### src/rtl/if_id_fetch_queue.sv
// IF/ID boundary FIFO: buffers fetched instruction packets (instr, PC+4, prediction bit)
// between fetch and decode with valid/ready handshakes and a single-cycle flush.
module if_id_fetch_queue #(
  parameter int DATA_W = 32,
  parameter int PC_W   = 32,
  parameter int DEPTH  = 4,
  parameter int CNT_W  = $clog2(DEPTH) + 1
) (
  input  logic              clk,
  input  logic              rst_n,
  input  logic              flush_en,
  input  logic              in_valid,
  output logic              in_ready,
  input  logic [DATA_W-1:0] in_instr,
  input  logic [PC_W-1:0]   in_pc_plus4,
  input  logic              in_pred_taken,
  output logic              out_valid,
  input  logic              out_ready,
  output logic [DATA_W-1:0] out_instr,
  output logic [PC_W-1:0]   out_pc_plus4,
  output logic              out_pred_taken,
  output logic [CNT_W-1:0]  count,
  output logic              almost_full
);

  localparam int PTR_W = $clog2(DEPTH);
  localparam int ENT_W = DATA_W + PC_W + 1;
  localparam logic [CNT_W-1:0] FULL_CNT  = CNT_W'(DEPTH);
  localparam logic [CNT_W-1:0] AFULL_CNT = CNT_W'(DEPTH - 1);
  localparam logic [CNT_W-1:0] ONE_CNT   = CNT_W'(1);

  logic [ENT_W-1:0] mem [DEPTH];

  logic [PTR_W-1:0] wr_ptr_reg, wr_ptr_next;
  logic [PTR_W-1:0] rd_ptr_reg, rd_ptr_next;
  logic [PTR_W-1:0] rd_ptr_inc;
  logic [CNT_W-1:0] count_reg, count_next;
  logic [ENT_W-1:0] head_reg, head_next;
  logic [ENT_W-1:0] in_pkt;
  logic             push, pop;
  logic             ready_int, valid_int;

  assign in_pkt     = {in_instr, in_pc_plus4, in_pred_taken};
  assign ready_int  = (count_reg < FULL_CNT);
  assign valid_int  = (count_reg != '0);
  assign push       = in_valid & ready_int & ~flush_en;
  assign pop        = valid_int & out_ready & ~flush_en;
  assign rd_ptr_inc = rd_ptr_reg + PTR_W'(1);

  // Storage is never reset: the head register masks stale contents while empty.
  always_ff @(posedge clk) begin
    if (push) begin
      mem[wr_ptr_reg] <= in_pkt;
    end
  end

  always_comb begin
    wr_ptr_next = wr_ptr_reg;
    rd_ptr_next = rd_ptr_reg;
    count_next  = count_reg;
    if (flush_en) begin
      wr_ptr_next = '0;
      rd_ptr_next = '0;
      count_next  = '0;
    end else begin
      if (push) wr_ptr_next = wr_ptr_reg + PTR_W'(1);
      if (pop)  rd_ptr_next = rd_ptr_inc;
      if (push && !pop)      count_next = count_reg + ONE_CNT;
      else if (pop && !push) count_next = count_reg - ONE_CNT;
    end
  end

  // Head register holds the packet decode sees; it only moves on pop,
  // push-into-empty or flush, so no in_* to out_* combinational path exists.
  always_comb begin
    head_next = head_reg;
    if (flush_en) begin
      head_next = '0;
    end else if (pop) begin
      if (count_reg > ONE_CNT) head_next = mem[rd_ptr_inc];
      else if (push)           head_next = in_pkt;
      else                     head_next = '0;
    end else if (push && !valid_int) begin
      head_next = in_pkt;
    end
  end

  always_ff @(posedge clk or negedge rst_n) begin
    if (!rst_n) begin
      wr_ptr_reg <= '0;
      rd_ptr_reg <= '0;
      count_reg  <= '0;
      head_reg   <= '0;
    end else begin
      wr_ptr_reg <= wr_ptr_next;
      rd_ptr_reg <= rd_ptr_next;
      count_reg  <= count_next;
      head_reg   <= head_next;
    end
  end

  assign in_ready       = ready_int;
  assign out_valid      = valid_int;
  assign count          = count_reg;
  assign almost_full    = (count_reg >= AFULL_CNT);
  assign out_instr      = valid_int ? head_reg[ENT_W-1 -: DATA_W] : '0;
  assign out_pc_plus4   = valid_int ? head_reg[PC_W:1] : '0;
  assign out_pred_taken = valid_int & head_reg[0];

endmodule

### config.mk
export PLATFORM = sky130hd
export DESIGN_NAME = if_id_fetch_queue
export DESIGN_NICKNAME = d
export VERILOG_FILES = /design/src/rtl/if_id_fetch_queue.sv
export SDC_FILE = /design/constraint.sdc
export NUM_CORES = 1
export LEC_CHECK = 0
export CORE_ASPECT_RATIO = 2
export CORE_UTILIZATION = 23
export DETAILED_ROUTE_END_ITERATION = 12
export HOLD_SLACK_MARGIN = 0.1
export MAX_ROUTING_LAYER = met4
export PLACE_DENSITY = 0.38
export SETUP_SLACK_MARGIN = 0.05
export SYNTH_ARGS = -nofsm -noshare
export SYNTH_HDL_FRONTEND = slang
export SYNTH_SLANG_ARGS = --single-unit
### constraint.sdc
create_clock -name clk -period 2.8 [get_ports clk]
set_clock_uncertainty 0.05 [all_clocks]
set_input_delay 0.56 -clock clk [delete_from_list [all_inputs] [get_ports clk]]
set_output_delay 0.56 -clock clk [all_outputs]
set_load 0.1 [all_outputs]
Word-level counts from Yosys, hierarchy flattened:

Memories as Yosys holds them, arrays and structs flattened.
Index checks and enable logic that the tools add are counted.

* reductions and logical operators: 11
* magnitude comparators: 3
* add/sub/neg operators: 4
* bitwise operators: 6
* mux-type cells: 16

Operator list (number)
* 65-bit 2-to-1 mux: 5
* 32-bit 2-to-1 mux: 2
* 3-bit 2-to-1 mux: 3
* 3-bit nonzero test: 3
* 2-bit 2-to-1 mux: 4
* 1-bit bitwise AND: 5
* 2-bit by 1-bit adder with 2-bit output (second input constant): 2
* 2-bit nonzero test: 2
* 3-bit by 1-bit adder with 3-bit output (second input constant): 1
* 3-bit by 2-bit >= comparator with 1-bit output (second input constant): 1
* 3-bit by 1-bit > comparator with 1-bit output (second input constant): 1
* 1-bit logical AND: 3
* 1-bit logical NOT: 3
* 3-bit < comparator (second input constant): 1
* 3-bit by 1-bit subtractor with 3-bit output (second input constant): 1
* 1-bit 2-to-1 mux: 2
* 1-bit NOT: 1

* bits in registers: 72
* memory bits (writable): 260
* memories kept: 1
* logic and storage cells: 45
* output and inout port bits: 71
* input port bits: 70

Memory list
* mem: words 4, width 65, rd ports 1, clocked after memory_dff 0, wr ports 1, RTL line 32 `logic [ENT_W-1:0] mem [DEPTH];`

Logic depth before layout (Yosys ltp):

Gate-level depths: netlist of the first run.

* depth in word-level cells: 8
* gate-level depth with buffers: 8
* mapped depth without buffers: 6

Worst setup path after synthesis of the first run:

Ideal clock, no wire load.

* path kind: register to output
* start: register count_reg[1] (netlist: count[1])
* end: output out_pc_plus4[22]
* path buffers: 3
* data required time: 2190 ps
* path slack: -1588 ps
* arrival time: 3778 ps
* cell stages (with the launch flop): 8
* cell sequence: dfrtp_1 > inv_1 > ha_1 > nand2b_2 > buf_6 > buf_2 > clkbuf_1 > and2_1

* cells in the longest elaborated chain, start to end: 2

Ends and longest elaborated chain
* start, declared: RTL line 37 `logic [CNT_W-1:0] count_reg, count_next;`
* start signal, assigned: RTL line 97 `count_reg <= count_next;`
* 3-bit nonzero test: RTL line 45 `assign valid_int = (count_reg != '0);`
* via out_valid: RTL line 17 `output logic out_valid,`
* 32-bit 2-to-1 mux: RTL line 107 `assign out_pc_plus4 = valid_int ? head_reg[PC_W:1] : '0;`
* end, declared: RTL line 20 `output logic [PC_W-1:0] out_pc_plus4,`

The timed path passes the listed nets, and every way through them passes these cells.

Final worst setup path of the first run:

* start: register count_reg[1] (netlist: count[1])
* end: output out_instr[17]

* cells in the longest elaborated chain, start to end: 2

Ends and longest elaborated chain
* 3-bit nonzero test: RTL line 45
* 32-bit 2-to-1 mux: RTL line 106 `assign out_instr = valid_int ? head_reg[ENT_W-1 -: DATA_W] : '0;`
* end, declared: RTL line 19 `output logic [DATA_W-1:0] out_instr,`

No other way between the ends.

==> results.ini, run 1 <==
[global_route]
antenna_found_initial=7
grt_max_degree=50
grt_pass1_wl_um=57850
first_global_vias=8581
overflow=0
grtUsageTotal_pct=13.46

[sta]
worstMarginPinSlew_ps=489.8
fin_crit_sh_pct=95.67
setup_viol=0
hold_viol=0
max_slew_margin_pct=67.35
fmax_ghz=0.3733
slew_viol_final=0
layout_setup_ws_ps=121.2
fin_hold_ws_ps=223.1
min_period_ps=2679
rsz0062_at_grt=no

[synthesis]
yosysUniqueCellTypes=35
synth_ff_type=edfxtp_1
syn_area_per_cell_sq_um=16.95
syn-num-nets=884
synth_most_common_cell=edfxtp_1
synthesis.area_sq_um=13640
ys_ff_latch=332
ys_async_sr_fraction_pct=21.69
synthCells=805
synth.top_cell.area_share_pct=57.22
yosysWarnings=0
yosys-top-cells-area=edfxtp_1, dfrtp_1, mux4_2
synth_top_cell_by_area=edfxtp_1
yosys-top-cells-count=edfxtp_1, dfrtp_1, a21oi_1
synth_edf_count=260
yosysSeqAreaShare_pct=70.43

[power]
p_per_area_nw_per_um2=1014
power_frac_seq_pct=33.6
combPwrFrac_pct=41.6
peakVddDrop_mv=0.6109
intPower_w=0.01158
power_leakage_nw=6.243
power.switching_w=0.007059
switching_share_pct=37.87
clkPwrFrac_pct=24.8

[cells_and_area]
largest_register_ffs=260
instances_no_fill=1771
syn2layout_area_growth_pct=34.69
fin_util_pct=31.25
layout-drive-gt1-share_pct=32.50
num-fill-cells=5759
nets=1050
final_cell_area_sq_um=18380

[critical_path]
worst-path-buf-inv=4
timing.rr.end=head_reg[12]
max_stage_delay_ps=490
cp_data_arrival_time_ps=2070
cp_top_family=buffers and inverters
r2r_cells=8
cp-end-kind=primary output
worstSetupPathType=reg2out
crit_required_ps=2190
path_cells=clkinvlp_4 -> ha_4 -> nand2b_4 -> buf_12 -> buf_16 -> and2_4 -> buf_12
reg2reg_slack_ps=520
cp_common_cell=buf_12
crit_slowest_cell=dfrtp_4
crit_fanout=15
critPathLaunchType=flop
reg2reg_from=count[1]

[flow_run]
drv_cap=0

[hold_path]
hold-path-cell-count=2
min_path_type=in2reg
min-delay-start=flush_en
hold_end=wr_ptr_reg[0]

[die]
die_x_um=174.2
num_rows=126
dieArea_sq_um=60360
pin_count=141
core_area_sq_um=58800
die_h_um=346.5
start_util_pct=23.20

[clock_tree]
clk_latency_ps=530
root_buffer=clkbuf_16
clk_path_buf_depth=3
tritoncts=yes
cts_made_buffers=35
cts.sinks=332
clk_pin_slew_ps=70
h-tree-depth=2

[routing]
dr.pass1.iters=6
dr_total_vias=7811
top_layer_used=met4
post_drt_wl_per_cell_um=21.91
wl_met2_um=20960
drt-total-wl_um=38800
wl_met1_um=15280
post-route-drc-count=0
ant_nets=0
via_per_inst=4.411
first_iter_violations=404
wl_met3_um=1755

[placed_design]
gp_congestion=0.6780
portBuffers=140
dp.cells=1689
dp_hpwl_um=23190
placed_area_sq_um=17060
place_ws_ps=339.7

[status]
outcome=finished, final reports clean

-- routing by layer --
layer	track usage (%)	vias to the layer above
met1	15.06	4055
li1	-	3527
met2	24.16	181
met5	-	-
met3	2.317	48
met4	4.010	0
-- power groups by stage --
| stage | Clock, W | Sequential, W | Combinational, W |
|---|---|---|---|
| 2_1_floorplan | 0 | 0.00627 | 0.00469 |
| 3_3_place_gp | 0 | 0.00640 | 0.00746 |
| 3_5_place_dp | 0 | 0.00641 | 0.00746 |
| 4_1_cts | 0.00480 | 0.00630 | 0.00790 |
| 5_1_grt | 0.00495 | 0.00635 | 0.00817 |
| 6_report | 0.00461 | 0.00627 | 0.00776 |
-- cells in the final DEF (no fill, tap or decap), types with 7 or more instances in the layout --
cell type        synthesis  layout
dfrtp_1                 72      67
clkbuf_1                33       7
a21oi_1                 67      67
edfxtp_1               260     260
ha_1                     9       8
and2_4                   0      28
a221o_1                 34      34
clkbuf_16                0      37
buf_12                   0      88
buf_4                    2      29
clkdlybuf4s50_1          0      66
nor2b_1                 35      35
nand2_1                 37      36
mux4_2                  65      65
a221oi_1                32      32
and2_2                   0      37
or3_1                   31      31
-- repair_timing --
item	in CTS	in global routing
cloned	2	0
resized for setup	7	0
pin swaps	0	1
buffers inserted	8	2
endpoints found under the hold margin	16	0
endpoints found under the setup margin	66	20
hold buffers	1	0
-- worst max path at each step --
stage,start,endpoint,depth (start not counted)
global placement,in_valid,mem[3][27],4
finish,count[1],out_instr[17],7
global route,count[1],out_pc_plus4[28],7
CTS,count[1],out_pc_plus4[27],7
floorplan,count[1],out_pc_plus4[22],7
detailed placement,in_valid,mem[3][27],4
-- cell families after synthesis --
family,synth area share (%)
xor gates and xnor gates,0.2568
AOI/OAI and AO/OA,7.538
adders and majority gates,0.8987
DFF,70.43
buffers and inverters,2.348
muxes,10.73
and+or+nand+nor,7.804
-- cell type report --
cell class | count | area (sq um) | share of cell area (%)
well taps | 768 | 960.9 | 5.229
flip-flops and latches | 332 | 9625 | 52.38
clock inverters | 17 | 137.6 | 0.7489
multi-input cells | 407 | 3911 | 21.28
repair buffers | 188 | 2715 | 14.77
diodes | 6 | 15.01 | 0.08170
inverters | 7 | 32.53 | 0.1770
clock buffers | 46 | 979.7 | 5.331
-- metrics by stage --
step	TNS [ps]	total power [W]
3_3_place_gp	0	0.01386
5_1_grt	0	0.01946
4_1_cts	0	0.01900
2_1_floorplan	-55.96	0.01096
3_5_place_dp	0	0.01387
6_report	0	0.01864
Power figures use the tool's default switching activity.
==> inputs of run 2 (changes only) <==
- PLACE_DENSITY: 0.38 -> unset
- PLACE_DENSITY_LB_ADDON: unset -> 0.1
==> run 2 against run 1 <==
  * Register-to-register slack improved by 130 ps
  * Clock power is 3% lower
  * Global-route usage up 0.47 points
  * Sequential share of layout area increased by 0.13 points
  * Hold slack worse by 120 ps
  * Count of clock-buffer cells in the layout increased by 1
  * Power fell by 0.97%
  * Utilization decreased by 0.077 points
  * Wire length is 2.9% higher
  * Sequential cell count unchanged
  * Fmax is 1.4% lower
==> results.ini, run 2 (synthesized netlist as in run 1, its figures left out) <==
[critical_path]
worstSetupPathType=reg2out
path_cells=clkinvlp_4 -> ha_4 -> nand2b_4 -> bufbuf_16 -> and2_2 -> buf_12
crit_fanout=8
max_stage_delay_ps=490
crit_slowest_cell=dfrtp_4
cp_top_family=buffers and inverters
crit_required_ps=2190
worst-path-buf-inv=3
critPathLaunchType=flop
cp-end-kind=primary output
cp_data_arrival_time_ps=2110

[sta]
max_slew_margin_pct=38.16
hold_viol=0
min_period_ps=2717
fin_crit_sh_pct=97.05
setup-tns-final_ps=0
slew_viol_final=0
setup_viol=0
worstMarginPinSlew_ps=927.5
fin_hold_ws_ps=101.8
layout_setup_ws_ps=82.68
fmax_ghz=0.3680
rsz0062_at_grt=yes

[global_route]
overflow=0
first_global_vias=8744
grtUsageTotal_pct=13.93
antenna_found_initial=2
grt_max_degree=52
grt_pass1_wl_um=59900

[routing]
via_per_inst=4.475
post-route-drc-count=0
drt-total-wl_um=39940
first_iter_violations=371
ant_nets=0
dr_total_vias=7894
post_drt_wl_per_cell_um=22.64
dr.pass1.iters=4

[cells_and_area]
num-fill-cells=5713
final_common_cell=edfxtp_1
largest_register_ffs=260
seq_area_sq_um=9625
multiInputGateArea_sq_um=3919
final_cell_mix=edfxtp_1, buf_12, a21oi_1, dfrtp_1, clkdlybuf4s50_1
instances_no_fill=1764
syn2layout_area_growth_pct=34.36
layout-drive-gt1-share_pct=32.49
nets=1048

[status]
outcome=finished, final reports clean

[power]
power_leakage_nw=6.243
peakVddDrop_mv=0.6130
p_per_area_nw_per_um2=1007

[placed_design]
dp.cells=1693
place_ws_ps=282.8
gp_congestion=0.6813
dp_hpwl_um=24420
portBuffers=140

[clock_tree]
tritoncts=yes
clk_latency_ps=530
root_buffer=clkbuf_16
clk_path_buf_depth=3
cts.sinks=332
clk_pin_slew_ps=60
h-tree-depth=2
cts_made_buffers=34
hold_buffers=0

[die]
die_h_um=346.5
pin_count=141
dieArea_sq_um=60360
core_area_sq_um=58800
num_rows=126
die_x_um=174.2
start_util_pct=23.20

[flow_run]
drv_cap=0

[hold_path]
min_path_type=in2async

-- run 2: cell types whose count changed in the layout (fill, tap and decap cells not counted), sizes merged --
| cell | delta |
|---|---|
| clkbuf | +1 |
| inv | +1 |
| bufinv | -2 |
| clkinvlp | -3 |
| dlygate4sd3 | -1 |
| clkinv | +1 |
| diode | -4 |
| buf | -1 |
| bufbuf | +1 |
-- run 2: area by class of cell --
cell class	instances	share of cell area, %
Tap cell	768	5.242
Sequential cell	332	52.50
Antenna cell	2	0.02730
Multi-Input combinational cell	407	21.38
Clock buffer	47	5.474
Clock inverter	14	0.3959
Inverter	7	0.1775
Timing Repair Buffer	187	14.80
-- run 2: worst paths after layout --
kind,startpoint,to,slack (ps),cells after the start
min in group clk,flush_en,wr_ptr_reg[1],290,2
min,rst_n,head_reg[27],100,1
min reg2reg,head_reg[15],head_reg[15],450,1
max reg2reg,count[1],head_reg[31],650,8
max,count[1],out_pc_plus4[17],80,6
max in group asynchronous,rst_n,rd_ptr_reg[1],1880,1
-- run 2: repair_timing --
action | CTS | global route
resized for setup | 7 | 6
pin swaps | 1 | 2
setup endpoints to repair | 65 | 40
buffers inserted | 5 | 1
cloned | 2 | 0
-- run 2: power by group --
group / total, W / switching (W) / internal (W)
logic: 0.00774 / 0.00478 / 0.00296
registers: 0.00626 / 0.000362 / 0.00590
clock network: 0.00446 / 0.00195 / 0.00252
total: 0.0185 / 0.00708 / 0.0114
-- run 2: worst register-to-register path: stages (launching register included) --
cell	delay [ps]
dfrtp_4	490
clkinvlp_4	100
ha_4	170
nand2b_4	140
buf_4	180
a211oi_4	340
buf_12	290
or3_1	220
a21oi_1	60
-- run 2: stage by stage --
stage / utilization, % / area (sq um) / total power [W]
after floorplan: - / 13790 / 0.01096
after global placement: 29.11 / 17120 / 0.01393
after detailed placement: 29.11 / 17120 / 0.01393
after CTS: 31.14 / 18310 / 0.01879
after global routing: 31.18 / 18330 / 0.01924
final: 31.18 / 18330 / 0.01846
-- run 2: per-layer routing --
| metal | GRT usage [%] | wire [um] | up-vias | part of all wire, % |
|---|---|---|---|---|
| met5 | - | 0 | - | 0 |
| met4 | 3.956 | 815 | 0 | 2.0 |
| met3 | 1.669 | 1231 | 49 | 3.1 |
| met2 | 25.64 | 21940 | 179 | 55 |
| met1 | 15.57 | 15960 | 4153 | 40 |
| li1 | - | - | 3513 | - |
==> inputs of run 3 (changes only) <==
- ABC_AREA: unset -> 1
==> run 3 against run 2 <==
  * Largest cell class unchanged
  * Count of clock-buffer cells in the layout increased by 6
  * Via count increased by 49%
  * Area after synthesis increased by 14%
  * Clock power increased by 5.6%
  * Critical path type unchanged
  * Sequential cell count unchanged
  * Power increased by 28%
  * Setup slack improved by 51 ps
  * Critical path depth increased by 1
  * Sequential power increased by 2%
  * Synthesized cell count increased by 110%
==> results.ini, run 3 <==
[synthesis]
yosysWarnings=0
yosysUniqueCellTypes=28
synth_top_cell_by_area=edfxtp_1
syn_area_per_cell_sq_um=9.093
synth_edf_count=260
synth.top_cell.area_share_pct=49.98
synth_most_common_cell=nand2_1
yosys-top-cells-area=edfxtp_1, dfrtp_1, nand2_1
yosysSeqAreaShare_pct=61.51
synthCells=1718
yosys-top-cells-count=nand2_1, nor2_1, edfxtp_1
ys_ff_latch=332
ys_async_sr_fraction_pct=21.69
syn-num-nets=1797
synthesis.area_sq_um=15620
synth_ff_type=edfxtp_1

[sta]
fmax_ghz=0.3750
max_slew_margin_pct=62.89
setup_viol=0
layout_setup_ws_ps=133.3
worstMarginPinSlew_ps=556.7
min_period_ps=2667
setup-tns-final_ps=0
fin_crit_sh_pct=95.24
slew_viol_final=0
hold_viol=0
rsz0062_at_grt=yes

[critical_path]
crit_required_ps=2190
critPathLaunchType=flop
max_stage_delay_ps=510
worstSetupPathType=reg2out
crit_fanout=8
cp-end-kind=primary output
cp_top_family=buffers and inverters
reg2reg_slack_ps=520
crit_slowest_cell=dfrtp_4
cp_data_arrival_time_ps=2060
path_cells=inv_4 -> ha_4 -> nand2_8 -> inv_8 -> clkbuf_16 -> nor2_4 -> buf_12
worst-path-buf-inv=4

[power]
power_frac_seq_pct=26.9
combPwrFrac_pct=53.2
p_per_area_nw_per_um2=1143
clkPwrFrac_pct=19.9
switching_share_pct=46.65
power_leakage_nw=8.439
peakVddDrop_mv=0.7447
intPower_w=0.01261
power.switching_w=0.01103

[clock_tree]
clk_path_buf_depth=3
root_buffer=clkbuf_16
cts.sinks=332
h-tree-depth=2
cts_made_buffers=35
clk_latency_ps=550
tritoncts=yes
clk_pin_slew_ps=70

[cells_and_area]
layout-drive-gt1-share_pct=15.65
final_cell_mix=nand2_1, nor2_1, edfxtp_1, inv_1, a21oi_1
num-fill-cells=6861
final_common_cell=nand2_1
syn2layout_area_growth_pct=32.38
seq_area_sq_um=9625
multiInputGateArea_sq_um=5192
nets=1931
largest_register_ffs=260
final_cell_area_sq_um=20680

[global_route]
grtUsageTotal_pct=15.69
antenna_found_initial=4
first_global_vias=12170
grt_pass1_wl_um=76850
grt_max_degree=60
overflow=0

[routing]
post_drt_wl_per_cell_um=18.59
post-route-drc-count=0
dr_total_vias=11790
via_per_inst=4.259
first_iter_violations=568
dr.pass1.iters=5
ant_nets=0
drt-total-wl_um=51440

[status]
outcome=finished, final reports clean

[die]
core_area_sq_um=66900
start_util_pct=23.35
die_h_um=370.6
num_rows=134
pin_count=141
die_x_um=186.3
dieArea_sq_um=69030

[placed_design]
dp_hpwl_um=30850
place_ws_ps=374.3
gp_congestion=0.7349
portBuffers=140
placed_area_sq_um=19310

[flow_run]
drv_cap=0

[hold_path]
min_path_type=in2async

==> run 3: final timing paths <==
check | to | startpoint | depth (start not counted)
setup / recovery | out_instr[10] | count[0] | 7
hold / removal | head_reg[35] | rst_n | 2
setup reg to reg | head_reg[59] | count[2] | 9
hold reg to reg | head_reg[17] | head_reg[17] | 2
max in group asynchronous | head_reg[3] | rst_n | 3
min in group clk | head_reg[17] | head_reg[17] | 2
==> run 3: per-layer routing <==
metal	up-vias	wire length [um]	track usage, %
met5	-	0	-
met4	0	1464	5.422
met3	73	1851	2.199
met2	230	27820	28.85
met1	5741	20310	16.86
li1	5742	-	-
==> run 3: area by class of cell <==
class / count / share of cell area, %
flip-flops and latches: 332 / 46.54
multi-input cells: 1075 / 25.11
repair buffers: 193 / 13.37
well taps: 884 / 5.348
clock buffers: 53 / 4.907
inverters: 214 / 4.078
clock inverters: 11 / 0.5445
repair inverters: 1 / 0.05445
diodes: 4 / 0.04840
==> run 3: metrics by stage <==
step,instances,utilization (%),power [W],hold slack [ps]
2_1_floorplan,1718,-,0.01436,214.4
3_3_place_gp,2688,28.86,0.01866,414.4
3_5_place_dp,2688,28.86,0.01868,415.1
4_1_cts,2755,30.73,0.02384,374.9
5_1_grt,2767,30.92,0.02491,412.6
6_report,2767,30.92,0.02364,401.7
==> run 3: power groups by stage <==
| stage | sequential [W] | clock [W] | combinational, W |
|---|---|---|---|
| after detailed placement | 0.00647 | 0 | 0.0122 |
| after floorplan | 0.00642 | 0 | 0.00794 |
| after global placement | 0.00649 | 0 | 0.0122 |
| final | 0.00636 | 0.00471 | 0.0126 |
| after CTS | 0.00638 | 0.00489 | 0.0126 |
| after global routing | 0.00643 | 0.00504 | 0.0134 |
==> run 3: what timing repair did <==
item,4_1_cts,5_1_grt
gates cloned,2,3
pin swaps,0,1
setup endpoints to repair,64,21
gates resized for setup,12,2
buffers inserted,0,5
endpoints found under the hold margin,14,0
hold buffers,1,0
==> run 3: cells by family (layout without fill, tap and decap cells) <==
family | Yosys count | count (layout) | share of synthesized area [%]
AO/OA/AOI/OAI | 205 | 205 | 7.096
AND/OR/NAND/NOR | 861 | 861 | 21.90
buffers and inverters | 311 | 472 | 8.778
flip-flops | 332 | 332 | 61.51
adder cells (fa/ha/maj) | 9 | 9 | 0.7208
other | 0 | 4 | 0
